<file path="src/rtl/wb_regfile_stage.sv">
// Write-back stage: MEM/WB register, load extraction/extension, result select,
// multi-port register file and retire counter. Optional macro WB_RF_BYPASS_EN adds write-to-read forwarding.
module wb_regfile_stage #(
  parameter int DATA_W = 32,
  parameter int REG_N  = 32,
  parameter int NUM_RD = 2,
  parameter int CNT_W  = 32,
  localparam int AW    = $clog2(REG_N)
) (
  input  logic                     clk,
  input  logic                     reset,
  input  logic                     stall,
  input  logic                     flush,
  input  logic                     in_valid,
  input  logic [DATA_W-1:0]        in_alu_result,
  input  logic [DATA_W-1:0]        in_mem_data,
  input  logic                     in_mem_to_reg,
  input  logic [2:0]               in_load_type,
  input  logic [1:0]               in_byte_off,
  input  logic                     in_reg_write,
  input  logic [AW-1:0]            in_rd,
  input  logic [NUM_RD*AW-1:0]     raddr,
  output logic [NUM_RD*DATA_W-1:0] rdata,
  output logic                     wb_valid,
  output logic                     wb_we,
  output logic [AW-1:0]            wb_addr,
  output logic [DATA_W-1:0]        wb_data,
  output logic [CNT_W-1:0]         retire_count
);

  logic              r_valid;
  logic              r_reg_write;
  logic              r_mem_to_reg;
  logic [AW-1:0]     r_rd;
  logic [DATA_W-1:0] r_alu;
  logic [DATA_W-1:0] r_mem;
  logic [2:0]        r_load_type;
  logic [1:0]        r_byte_off;
  logic [DATA_W-1:0] r_regs [REG_N];
  logic [CNT_W-1:0]  r_retire;

  logic [7:0]        w_byte;
  logic [15:0]       w_half;
  logic [DATA_W-1:0] w_data;
  logic              w_we;
  logic              w_commit;

  // MEM/WB register: flush beats stall; a bubble only clears valid/reg_write.
  always_ff @(posedge clk or posedge reset) begin
    if (reset) begin
      r_valid      <= 1'b0;
      r_reg_write  <= 1'b0;
      r_mem_to_reg <= 1'b0;
      r_rd         <= '0;
      r_alu        <= '0;
      r_mem        <= '0;
      r_load_type  <= '0;
      r_byte_off   <= '0;
    end else if (flush) begin
      r_valid     <= 1'b0;
      r_reg_write <= 1'b0;
    end else if (!stall) begin
      r_valid      <= in_valid;
      r_reg_write  <= in_reg_write;
      r_mem_to_reg <= in_mem_to_reg;
      r_rd         <= in_rd;
      r_alu        <= in_alu_result;
      r_mem        <= in_mem_data;
      r_load_type  <= in_load_type;
      r_byte_off   <= in_byte_off;
    end
  end

  // Little-endian lane select; halfword ignores the low offset bit.
  always_comb begin
    w_byte = r_mem[{r_byte_off, 3'b000} +: 8];
    w_half = r_mem[{r_byte_off[1], 4'b0000} +: 16];
    w_data = r_alu;
    if (r_mem_to_reg) begin
      case (r_load_type)
        3'd1:    w_data = {{(DATA_W-8){w_byte[7]}}, w_byte};
        3'd2:    w_data = {{(DATA_W-8){1'b0}}, w_byte};
        3'd3:    w_data = {{(DATA_W-16){w_half[15]}}, w_half};
        3'd4:    w_data = {{(DATA_W-16){1'b0}}, w_half};
        default: w_data = r_mem;
      endcase
    end
  end

  assign w_we     = r_valid & r_reg_write & (r_rd != '0);
  assign w_commit = w_we & ~stall;

  // Commit is not cancelled by a same-edge flush; only stall defers it.
  always_ff @(posedge clk or posedge reset) begin
    if (reset) begin
      for (int i = 0; i < REG_N; i++) r_regs[i] <= '0;
    end else if (w_commit) begin
      r_regs[r_rd] <= w_data;
    end
  end

  always_ff @(posedge clk or posedge reset) begin
    if (reset) begin
      r_retire <= '0;
    end else if (r_valid && !stall && !flush) begin
      r_retire <= r_retire + CNT_W'(1);
    end
  end

  for (genvar k = 0; k < NUM_RD; k++) begin : g_rd
    logic [AW-1:0]     w_ra;
    logic [DATA_W-1:0] w_rd;
    assign w_ra = raddr[k*AW +: AW];
    always_comb begin
      w_rd = r_regs[w_ra];
`ifdef WB_RF_BYPASS_EN
      if (w_we && (w_ra == r_rd)) w_rd = w_data;
`endif
      if (w_ra == '0) w_rd = '0;
    end
    assign rdata[k*DATA_W +: DATA_W] = w_rd;
  end

  assign wb_valid     = r_valid;
  assign wb_we        = w_we;
  assign wb_addr      = r_rd;
  assign wb_data      = w_data;
  assign retire_count = r_retire;

endmodule

</file>
<file path="config.mk">
export PLATFORM = sky130hd
export DESIGN_NAME = wb_regfile_stage
export DESIGN_NICKNAME = d
export VERILOG_FILES = /design/src/rtl/wb_regfile_stage.sv
export SDC_FILE = /design/constraint.sdc
export NUM_CORES = 2
export LEC_CHECK = 0
export ABC_AREA = 1
export BUFFER_PORTS_ARGS = -buffer_cell sky130_fd_sc_hd__buf_2
export CAP_MARGIN = 20
export CORE_AREA = 5 5 374 376
export CTS_BUF_LIST = sky130_fd_sc_hd__clkbuf_16
export DETAILED_ROUTE_END_ITERATION = 6
export DIE_AREA = 0 0 379 381
export HOLD_SLACK_MARGIN = 0.15
export PLACE_DENSITY_LB_ADDON = 0.1
export SLEW_MARGIN = 30
export SYNTH_ARGS = -nofsm -noshare
export SYNTH_HDL_FRONTEND = slang
export SYNTH_SLANG_ARGS = --single-unit
export TNS_END_PERCENT = 5
</file>
<file path="constraint.sdc">
create_clock -name clk -period 122.7 [get_ports clk]
set_clock_uncertainty 0.2 [all_clocks]
set_input_delay 24.54 -clock clk [delete_from_list [all_inputs] [get_ports clk]]
set_output_delay 24.54 -clock clk [all_outputs]
set_load 0.1 [all_outputs]
</file>
Yosys cells after proc, flatten, opt, wreduce, memory -nomap -nowiden:

Index checks and enable logic that the tools add are counted.

* shift operators: 2
* magnitude comparators: 4
* eq/ne operators: 5
* reductions and logical operators: 9
* muxes and demuxes: 17
* bitwise operators: 8
* add/sub/neg operators: 1

Operator list (count)
* $bwmux W1024: 1
* $bmux W32 S5: 2
* $mux W32: 8
* $demux W32 S5: 1
* $pmux W32 S4: 1
* $add A32 B1 Y32 const B: 1
* $shiftx A32 B6 Y16: 1
* $shiftx A32 B6 Y8: 1
* $ge A6 B6 Y1 const B: 3
* $not A5 Y6: 3
* $logic_not A5 Y1: 2
* $eq A3 B2 Y1 const B: 2
* $lt A6 B1 Y1 const B: 1
* $reduce_bool A5 Y1: 1
* $mux W1: 4
* $and A1 B1 Y1: 3
* $eq A3 B1 Y1 const B: 1
* $eq A3 B3 Y1 const B: 1
* $logic_and A1 B1 Y1: 3
* $logic_not A1 Y1: 2
* $ne A2 B1 Y1 const B: 1
* $not A1 Y1: 2
* $reduce_and A2 Y1: 1

* bits of input ports: 91
* output and inout bits: 135
* logic and storage cells: 87
* flip-flop bits (word level): 1133

Depth between registers and ports, before layout:

* word-level depth: 6
* mapped depth: 12
* depth with buffers taken out: 10

Least setup slack after synthesis:

No wires, ideal clock.

* kind: input to output
* from: in raddr[0]
* to: out rdata[14]
* path slack: 71.035 ns
* required time: 97.960 ns
* buffers on the path: 3
* stages: 12
* arrival: 26.925 ns
* path through: buf_2 -> inv_2 -> buf_2 -> clkbuf_1 -> nand2_1 -> nand3_1 -> nand3_1 -> nand2_1 -> nand2_1 -> nand3_1 -> nand2_1 -> nor2_1

* cells in the longest elaborated chain, start to end: 5
* elaborated cells on any way between the ends: 6
* classes of those cells: mux: 4; bitwise: 1; reduce/logical: 1

RTL lines
* from (decl): RTL line 22 `input logic [NUM_RD*AW-1:0] raddr,`
* $not A5 Y6 (not written as such): RTL line 115 `w_rd = r_regs[w_ra];`
* $bmux W32 S5: RTL line 115
* $mux W32 (not written as such) (2 in series): RTL line 115
* $mux W32 *: RTL line 119 `if (w_ra == '0) w_rd = '0;`
* to (decl): RTL line 23 `output logic [NUM_RD*DATA_W-1:0] rdata,`

Mark *: on every way between the ends. The rest lies on a longest branch, timed or not. The select of a mux whose other input is x is not followed.

Worst setup path in the final report:

* from: in raddr[0]
* to: out rdata[15]

Same word-level chain as after synthesis.

==> metrics.csv <==
stage;metric;value;unit
status;status;completed;
floorplan;die footprint;0.1444;mm²
flow_run;max-cap violation count;0;
setup_path;R2R Setup Slk;118240;ps
timing;worst setup margin;67990;ps
logic_synthesis;post-synthesis register bit count;1133;
global_route;grt total ovfl;0;
placed_design;port bufs;225;
final_layout;post-route insts no fill;11730;
setup_path;WP data required;97960;ps
clock_network;Clk Latency, worst-skew pair;790;ps
timing;Setup TNS Final;0;ps
placed_design;DP HPWL;162.2;mm
final_layout;Top reg by flops;r_regs;
placed_design;Cells after DPL;11480;
route;Vias;73430;
clock_network;postcts setup bufs;0;
logic_synthesis;area leader, netlist;dfrtp_1;
final_layout;Area growth syn-to-layout;7.467;%
route;Vias/cell;6.258;
logic_synthesis;YS warnings;0;
timing;Max Slew Vio Count;0;
timing;Rel. slew slack;24.53;%
clock_network;clk slew on worst S/H paths;50;ps
power;pwr/cell area;13.97;mW/mm²
clock_network;CTS Buf Count;138;
setup_path;Setup crit end kind;primary output;
hold_path;Hold Crit Class;register to register;
logic_synthesis;Post-Syn Area;0.06763;mm²
logic_synthesis;Synth Area per Inst;6.633;µm²
floorplan;std cell rows;136;
timing;Fmax;18.28;MHz
floorplan;Boundary Pins;226;
placed_design;GPL Wtd Cong;0.9003;
route;# DRC;0;
final_layout;post-layout util;53.26;%
logic_synthesis;Mapped Cells;10200;
route;1st-pass router iterations;7;
clock_network;Resized Gates After CTS;0;
clock_network;CTS H-tree lvls;4;
final_layout;layout cells sized above 1;6.957;%
placed_design;area post-placement;0.06808;mm²
clock_network;hold buffers post-CTS;0;
route;Routed Wire Length;306.8;mm
placed_design;pre-CTS setup slack;68200;ps
global_route;largest net degree at the start of global routing;160;
timing;Tcrit/Tclk final;44.59;%
timing;Worst-Margin Slew;1132;ps
clock_network;worst-case clock buffer depth;3;
global_route;first-pass GRT wire length;451.9;mm
floorplan;Chip Height;381;µm
floorplan;Initial Utilization;49.56;%
route;initial drt markers;11920;
final_layout;commonest non-fill, non-tap cell in the layout;nand2_1;
logic_synthesis;post-synthesis sequential area ratio;41.92;%
final_layout;Final nets;9925;
logic_synthesis;number of distinct library cells after synthesis;34;
global_route;GRT Resource Usage Total;41.39;%
clock_network;clock sinks;1133;
setup_path;biggest fanout along the worst timing path;76;
timing;smallest hold slack;202.3;ps
power;total power;1.015;mW
logic_synthesis;top area cells in the synthesized netlist;dfrtp_1, nand2_1, nand3_1, clkbuf_1, buf_2;
timing;post-layout minimum cycle time;54710;ps
floorplan;core area;0.1365;mm²
global_route;initial antenna violation count;13;
final_layout;final instance area;0.07268;mm²
final_layout;most frequent cells in the layout;nand2_1, nand3_1, dfrtp_1;
clock_network;CTS tree;built;
logic_synthesis;post-synth top area share;41.92;%
setup_path;CP Launch Type;input pin;
clock_network;clock root cell;clkbuf_16;
timing;Finish-stage setup viols;0;
setup_path;WS Path Type;input pin to primary output;
final_layout;Largest register FFs;1024;
route;WL per Instance;26.14;µm
timing;RSZ-0062 raised after global routing;no;
final_layout;FILL cells;13530;
global_route;vias in the first global route;69260;
timing;Final Hold Fails;0;
route;post-route ant nets;0;
power;Max rail drop VDD;10.82;µV
power;Lkg Pwr;37.31;nW
setup_path;Worst Path Arrival;29970;ps
logic_synthesis;Mapped Nets;10290;
floorplan;Horiz. Die Dim;379;µm
[area by class of cell]
| class | count | area [µm²] | share of cell area (%) |
|---|---|---|---|
| sequential | 1133 | 28350 | 39.01 |
| timing repair buffer | 385 | 2614 | 3.596 |
| tap | 1794 | 2245 | 3.088 |
| clock buffer | 143 | 3578 | 4.923 |
| multi-input combinational | 7982 | 34210 | 47.07 |
| inverter | 193 | 819.5 | 1.128 |
| antenna | 7 | 17.52 | 0.02410 |
| clock inverter | 97 | 845.8 | 1.164 |
[metal layers]
| metal | routed length, µm | GRT usage, % | vias up |
|---|---|---|---|
| met5 | 14 | 0 | - |
| met4 | 23940 | 26.69 | 2 |
| met3 | 38150 | 10.14 | 1386 |
| met2 | 131100 | 62.18 | 5493 |
| met1 | 113600 | 53.38 | 34600 |
| li1 | - | - | 31960 |
[cells in the mapped netlist, drive strengths merged]
| master | count |
|---|---|
| a21boi | 23 |
| a21oi | 141 |
| and2 | 7 |
| buf | 478 |
| clkbuf | 411 |
| clkinv | 3 |
| dfrtp | 1133 |
| ha | 1 |
| inv | 190 |
| nand2 | 4777 |
| nand3 | 2400 |
| nand3b | 3 |
| nand4 | 17 |
| nor2 | 322 |
| nor3 | 23 |
| o211ai | 8 |
| o21ai | 241 |
| xnor2 | 9 |
| xor2 | 10 |
[critical path, stage by stage]
cell and delay [ps]:
buf_8 410, buf_4 740, buf_4 850, buf_4 860
buf_4 780, nand2_1 130, nand3_1 110, nand2_1 70
nand2_1 60, nand2_1 60, nor2_1 130, nor2_1 50
nor2_1 520, buf_2 550
[worst paths after layout]
path                              from     endpoint  cells past startpoint
min in group asynchronous        reset  r_regs[794]                      2
max in group asynchronous        reset  r_regs[752]                      6
setup / recovery              raddr[0]    rdata[15]                     14
hold / removal             r_regs[997]  r_regs[997]                      0
hold reg to reg            r_regs[997]  r_regs[997]                      0
setup reg to reg              wb_valid  r_regs[751]                      9
[logic make-up (layout without fill, tap and decap cells)]
kind of cell | count (synthesis) | after routing | synth area share (%)
buffers and inverters | 1082 | 818 | 7.799
other | 0 | 7 | 0
flip-flops | 1133 | 1133 | 41.92
XOR/XNOR | 19 | 19 | 0.2460
adder cells (fa/ha/maj) | 1 | 1 | 0.01850
AND/OR/NAND/NOR | 7549 | 7549 | 46.84
AO/OA/AOI/OAI | 413 | 413 | 3.171
[report_power, final]
part | switching, mW | leakage (nW) | internal, mW
sequential | 0.00853 | 15.7 | 0.384
combinational | 0.174 | 19.4 | 0.0351
clock | 0.174 | 2.26 | 0.240
(Power assumes the default switching activity.)
